<file path="src/rtl/fir_phase_sequencer.sv">
// Polyphase interpolation sequencer: holds one sample and steps the FIR coefficient bank per output.
// Optional stall counter output enabled by defining FIR_SEQ_STALL_CNT_EN.
module fir_phase_sequencer #(
   parameter int NB_DATA  = 8,
   parameter int N_PHASES = 4,
   parameter int NB_PHASE = 2
) (
   input  logic                       clock,
   input  logic                       i_reset,
   input  logic                       i_valid,
   input  logic signed [NB_DATA-1:0]  i_data,
   output logic                       o_ready,
   output logic signed [NB_DATA-1:0]  o_fir_data,
   output logic [NB_PHASE-1:0]        o_phase,
   output logic                       o_fir_enable,
   input  logic signed [NB_DATA-1:0]  i_fir_data,
   output logic signed [NB_DATA-1:0]  o_data,
   output logic                       o_valid,
   input  logic                       i_ready
`ifdef FIR_SEQ_STALL_CNT_EN
   ,
   output logic [15:0]                o_stall_count
`endif
);

   typedef enum logic [1:0] {ST_IDLE, ST_RUN, ST_HOLD} state_t;

   localparam logic [NB_PHASE-1:0] LAST_PHASE = NB_PHASE'(N_PHASES - 1);

   state_t                     state, state_next;
   logic [NB_PHASE-1:0]        phase, phase_next;
   logic signed [NB_DATA-1:0]  sample_p0, sample_next;
   logic signed [NB_DATA-1:0]  data_p1, data_next;
   logic                       vld_p1, vld_next;
   logic                       slot_free;
   logic                       last_phase;
   logic                       accept;

   always_ff @(posedge clock or posedge i_reset) begin
      if (i_reset) begin
         state     <= ST_IDLE;
         phase     <= '0;
         sample_p0 <= '0;
         data_p1   <= '0;
         vld_p1    <= 1'b0;
      end else begin
         state     <= state_next;
         phase     <= phase_next;
         sample_p0 <= sample_next;
         data_p1   <= data_next;
         vld_p1    <= vld_next;
      end
   end

   always_comb begin
      slot_free    = !vld_p1 || i_ready;
      last_phase   = (phase == LAST_PHASE);
      o_ready      = !i_reset && ((state == ST_IDLE) ||
                                  (state == ST_RUN && last_phase && slot_free));
      o_fir_enable = !i_reset && (state == ST_RUN) && last_phase && slot_free;
      accept       = i_valid && o_ready;

      state_next  = state;
      phase_next  = phase;
      sample_next = sample_p0;
      data_next   = data_p1;
      vld_next    = vld_p1;

      case (state)
         ST_IDLE: begin
            if (i_ready) vld_next = 1'b0;
         end
         ST_RUN: begin
            if (slot_free) begin
               data_next = i_fir_data;
               vld_next  = 1'b1;
               // Phase only wraps through a new accept; otherwise it parks on the last phase.
               if (last_phase) state_next = ST_IDLE;
               else            phase_next = phase + NB_PHASE'(1);
            end else begin
               state_next = ST_HOLD;
            end
         end
         ST_HOLD: begin
            if (i_ready) begin
               state_next = ST_RUN;
               vld_next   = 1'b0;
            end
         end
         default: state_next = ST_IDLE;
      endcase

      if (accept) begin
         sample_next = i_data;
         phase_next  = '0;
         state_next  = ST_RUN;
      end
   end

   assign o_fir_data = sample_p0;
   assign o_phase    = phase;
   assign o_data     = data_p1;
   assign o_valid    = vld_p1;

`ifdef FIR_SEQ_STALL_CNT_EN
   always_ff @(posedge clock or posedge i_reset) begin
      if (i_reset)
         o_stall_count <= '0;
      else if (state == ST_HOLD && o_stall_count != 16'hFFFF)
         o_stall_count <= o_stall_count + 16'd1;
   end
`endif

endmodule

</file>
<file path="config.mk">
export PLATFORM = sky130hd
export DESIGN_NAME = fir_phase_sequencer
export DESIGN_NICKNAME = d
export VERILOG_FILES = /design/src/rtl/fir_phase_sequencer.sv
export SDC_FILE = /design/constraint.sdc
export NUM_CORES = 1
export LEC_CHECK = 0
export ABC_AREA = 1
export BUFFER_PORTS_ARGS = -buffer_cell sky130_fd_sc_hd__buf_4
export CORE_AREA = 2 2 54 56
export CTS_CLUSTER_SIZE = 28
export DETAILED_ROUTE_END_ITERATION = 8
export DIE_AREA = 0 0 56 58
export GPL_ROUTABILITY_DRIVEN = 0
export PLACE_DENSITY_LB_ADDON = 0.12
export SETUP_SLACK_MARGIN = 0.05
export SLEW_MARGIN = 20
export SYNTH_ARGS = -nofsm -noshare
export SYNTH_HDL_FRONTEND = slang
export SYNTH_SLANG_ARGS = --single-unit
</file>
<file path="constraint.sdc">
create_clock -name clock -period 3.6 [get_ports clock]
set_clock_uncertainty 0.05 [all_clocks]
set_input_delay 0.72 -clock clock [delete_from_list [all_inputs] [get_ports clock]]
set_output_delay 0.72 -clock clock [all_outputs]
set_load 0.1 [all_outputs]
</file>
==> reports/metrics.cfg, run 1 <==
[run_status]
status = finished, final reports clean

[critical_path]
endpoint = o_ready
rrSetupSlack_ns = 1.68
path_cells = inv_1 > ha_1 > nand2_1 > inv_1 > nand2_1 > nand2_4 > nand2_1 > inv_1 > buf_4
crit_start = state[1]
r2r_start = state[1]
critPathLaunchType = register
cp_max_fo = 13
critPathKind = reg2out
cp_slowest_stage_delay_ns = 0.43
r2r_end = o_fir_data[4]
r2r_cells = 9
cp.required_ns = 2.83
slowest_stage = dfrtp_1
end_kind = primary output
cp.arrival_ns = 2.04

[clock_network]
cts_buffers = 3
cts_root_buf = clkbuf_4
clkSinkCount = 21
htreeDepth = 1
clk-insertion-delay-late_ns = 0.30
clk_pin_slew_ns = 0.12
hold_buffers = 0
clockBufferDepth = 2
cts_tree = built
cts_resized = 0
post_cts_buffers = 0

[global_route]
grt_pass1_wl_um = 3860
overflow = 0
grt_busiest_layer = met2
use_met3_pct = 3.57
track_usage_pct = 15.0
met2_usage_pct = 25.7
grt_pass1_vias = 891
grt_start_max_net_pins = 31
antenna_found_initial = 0
use_met1_pct = 19.1

[synth]
synth.distinct_cells = 17
synth-xor-area-share_pct = 0
avgSynthCellArea_um2 = 8.25
synth_compound_area_share_pct = 1.46
ys_ff_latch = 21
syn_nets = 150
yosysWarnings = 0
yosysSeqAreaShare_pct = 51.0
synthAdderAreaFrac_pct = 6.07
synth_top_family_by_area = simple AND/OR/NAND/NOR gates
synthSimpleGateAreaFrac_pct = 34.8
syn_inst = 125
synthMuxAreaShare_pct = 0
syn-cell-area_um2 = 1030

[sta]
worst_slew_pin_slew_ns = 0.432
fin_tns_setup_ns = 0
setup_viol = 0
fmax_mhz = 355
relSlewSlack_pct = 71.2
hold_viol = 0
min_period_ns = 2.81
rsz0062_at_grt = false
timing.final.crit_share_pct = 78.2
timing.hold.ws_ns = 0.434
slew_viol_final = 0

[layout]
fin_nets = 191
antenna_cells = 0
fillers = 273
area_growth_pct = 33.6
multi_input_comb_area_um2 = 437
seq_area_um2 = 526
finalNonFillerCells = 196
drive_gt1_share_pct = 29.1

[routing]
drt_wl_total_um = 2220
drt_iter0_markers = 35
routedWlPerCell_um = 11.3
viasPerCell = 4.68
vias = 918
drcViolationCount = 0
dr.pass1.iters = 4
final_antenna_net_count = 0

[die]
core_um2 = 2660
start_util_pct = 38.7
design.die.area_um2 = 3250
io_pins = 41
placementRows = 19
die_x_um = 56
die_h_um = 58

[place]
dp.cells = 192
portBuffers = 40
place_hpwl_um = 1660

[worst_hold_path]
min_path_type = reg2reg

[run]
cap_violations = 0

[cells by family (layout without fill, tap and decap cells)]
| group | after synthesis | after routing |
|---|---|---|
| adder cells (fa/ha/maj) | 5 | 5 |
| AND/OR/NAND/NOR | 80 | 80 |
| flip-flops | 21 | 21 |
| buffers and inverters | 16 | 56 |
| AO/OA/AOI/OAI | 3 | 3 |
[stage by stage]
step | utilization (%) | instance area (um^2) | worst slack (ns)
2_1_floorplan | - | 1030 | 0.147
3_3_place_gp | 50.7 | 1350 | 1.01
3_5_place_dp | 50.7 | 1350 | 0.953
4_1_cts | 51.7 | 1380 | 0.745
5_1_grt | 51.7 | 1380 | 0.584
6_report | 51.7 | 1380 | 0.786
[registers in the layout, summed over array words and instances, names as in the netlist]
signal / count
o_valid: 1
o_data: 8
o_phase: 2
state: 2
o_fir_data: 8
[cell type report]
type,count,share of cell area (%)
flip-flops and latches,21,38.1
multi-input cells,88,31.7
repair buffers,41,22.3
inverters,11,3.00
well taps,31,2.82
clock buffers,3,1.63
clock inverters,1,0.363
[metal layers]
layer / part of all wire [%] / vias up
li1: - / 478
met1: 45 / 409
met2: 48 / 29
met3: 6.6 / 2
met4: 0.59 / 0
met5: 0 / -
[layout by cell type, fill, tap and decap left out, drive strengths merged]
cell / n
dfrtp: 21
clkinv: 1
inv: 11
o21ai: 1
nand2: 53
nand4: 9
buf: 41
a21oi: 2
nor2: 5
nand3: 11
ha: 5
clkbuf: 3
nand3b: 2
[how the worst min path moves through the flow]
stage / from / end / slack [ns] / cells past startpoint
final: o_data[5] / o_data[5] / 0.43 / 2
after global routing: o_data[6] / o_data[6] / 0.46 / 2
after CTS: o_fir_data[0] / o_fir_data[0] / 0.44 / 2
after detailed placement: o_data[1] / o_data[1] / 0.41 / 2
after global placement: o_data[2] / o_data[2] / 0.41 / 2
after floorplan: state[1] / state[1] / 0.48 / 2
[cell usage after synthesis (all sizes together)]
master  number  area [um^2]
nor2         5         18.8
a21oi        2         10.0
clkbuf       1         3.75
nand4        9         56.3
nand3       11         60.1
ha           5         62.6
nand3b       2         15.0
dfrtp       21          526
o21ai        1         5.00
nand2       53          209
buf          4         23.8
inv         11         41.3
[worst max-delay path, delay by kind of cell (launching register included)]
kind                       cells  cell delay (ns)
adders and majority gates      1             0.43
buffers and inverters          4             0.49
DFF                            1             0.43
and+or+nand+nor                4             0.40
Power of run 1 is left out: the tool's default activity adds up to more than one toggle a clock period on the data nets, which glitch-free logic cannot reach.
==> inputs of run 2 (changes only) <==
Clock period 3.6 ns to 2.4 ns, I/O delays scaled along.
==> reports/metrics.cfg, run 2 (same netlist as run 1, synthesis figures left out) <==
[global_route]
grt_start_max_net_pins = 31  ; unchanged
met2_usage_pct = 24.9  ; -0.84 points
track_usage_pct = 14.3  ; -0.65 points
grt_busiest_layer = met2
use_met1_pct = 17.6  ; -1.4 points
antenna_found_initial = 0  ; unchanged
overflow = 0  ; unchanged
use_met3_pct = 3.79  ; +0.22 points
grt_pass1_vias = 885  ; -0.67%
grt_pass1_wl_um = 3770  ; -2.3%

[run]
cap_violations = 0  ; unchanged

[sta]
fin_tns_setup_ns = 0  ; unchanged
slew_viol_final = 0  ; unchanged
timing.final.crit_share_pct = 89.6
fmax_mhz = 465
hold_viol = 0  ; unchanged
setup_viol = 0  ; unchanged
fin_ws_ns = 0.250  ; -0.536 ns
worst_slew_pin_slew_ns = 0.349  ; -0.0827 ns
min_period_ns = 2.15
relSlewSlack_pct = 76.7  ; +5.5 points
rsz0062_at_grt = false

[place]
pre_cts_slack_ns = 0.347  ; -0.606 ns
portBuffers = 40  ; unchanged
place_hpwl_um = 1690  ; +1.6%
dp.cells = 194  ; +1.0%

[die]
die_x_um = 56  ; unchanged
design.die.area_um2 = 3250  ; unchanged
start_util_pct = 38.7  ; unchanged
core_um2 = 2660  ; unchanged
placementRows = 19  ; unchanged
die_h_um = 58  ; unchanged
io_pins = 41  ; unchanged

[routing]
drcViolationCount = 0  ; unchanged
routedWlPerCell_um = 11.1  ; -1.9%
viasPerCell = 4.86  ; +3.8%
dr.pass1.iters = 4  ; unchanged
vias = 963  ; +4.9%
final_antenna_net_count = 0  ; unchanged
drt_wl_total_um = 2200  ; -0.86%
drt_iter0_markers = 23  ; -34%

[clock_network]
clkSinkCount = 21  ; unchanged
cts_buffers = 3  ; unchanged
clk_pin_slew_ns = 0.11  ; about the same
htreeDepth = 1  ; unchanged
cts_resized = 0  ; unchanged
cts_tree = built
clockBufferDepth = 2  ; unchanged
cts_root_buf = clkbuf_4
clk-insertion-delay-late_ns = 0.29  ; about the same
post_cts_buffers = 0  ; unchanged
hold_buffers = 0  ; unchanged

[critical_path]
r2r_start = state[1]
end_kind = primary output
r2r_end = o_fir_data[6]
critical_path_buf_inv_count = 4  ; unchanged
cp_slowest_stage_delay_ns = 0.42  ; about the same
critical-path-top-delay-family = flip-flops
slowest_stage = dfrtp_1
cp.arrival_ns = 1.62  ; -0.42 ns
cp.required_ns = 1.87  ; -0.96 ns
critPathKind = reg2out
r2r_cells = 9  ; unchanged
path_cells = inv_1 > ha_1 > nand2_1 > inv_1 > nand2_2 > nand2_4 > nand2_2 > clkinvlp_4 > buf_8
cp_max_fo = 10  ; -3
rrSetupSlack_ns = 0.85  ; -0.83 ns
critPathLaunchType = register

[layout]
fin_nets = 193  ; +1.0%
drive_gt1_share_pct = 33.5  ; +4.4 points
area_growth_pct = 37.6
layout_common_cells = nand2_1 (49), buf_4 (42), dfrtp_1 (18)
finalNonFillerCells = 198  ; +1.0%
antenna_cells = 0  ; unchanged
final_common_cell = nand2_1
fillers = 256  ; -6.2%

[worst_hold_path]
min_path_type = in2async

[run_status]
status = finished, final reports clean

run 2: cell type report:
cell class                 count  area, um^2  area share (%)
clock buffer                   4        26.3            1.85
multi-input combinational     88         449            31.7
tap                           31        38.8            2.73
inverter                      11        45.0            3.17
timing repair buffer          43         330            23.3
sequential                    21         529            37.3
run 2: per-layer routing:
layer | share of wire [%] | vias up
li1 | - | 485
met1 | 42 | 446
met2 | 49 | 30
met3 | 7.5 | 2
met4 | 0.77 | 0
met5 | 0 | -
run 2: stage by stage:
stage	cell area, um^2	util, %	hold WS, ns
final	1420	53.3	0.260
after global routing	1420	53.3	0.274
after CTS	1410	52.8	0.241
after detailed placement	1380	51.8	0.414
after global placement	1380	51.8	0.406
after floorplan	1050	-	0.478
run 2: how the worst max path moves through the flow:
stage / to / depth (start not counted) / slack (ns) / startpoint
2_1_floorplan: o_ready / 7 / 0.1 / o_phase[0]
3_3_place_gp: o_ready / 8 / 0.37 / i_ready
3_5_place_dp: o_ready / 8 / 0.35 / i_ready
4_1_cts: o_ready / 9 / 0.06 / state[1]
5_1_grt: o_ready / 9 / 0.1 / state[1]
6_report: o_ready / 9 / 0.25 / state[1]
run 2: worst min-delay path: cells and delay by family:
family                 cells  cell delay, ns
buffers and inverters      3            0.54
Power of run 2 is left out for the same reason.
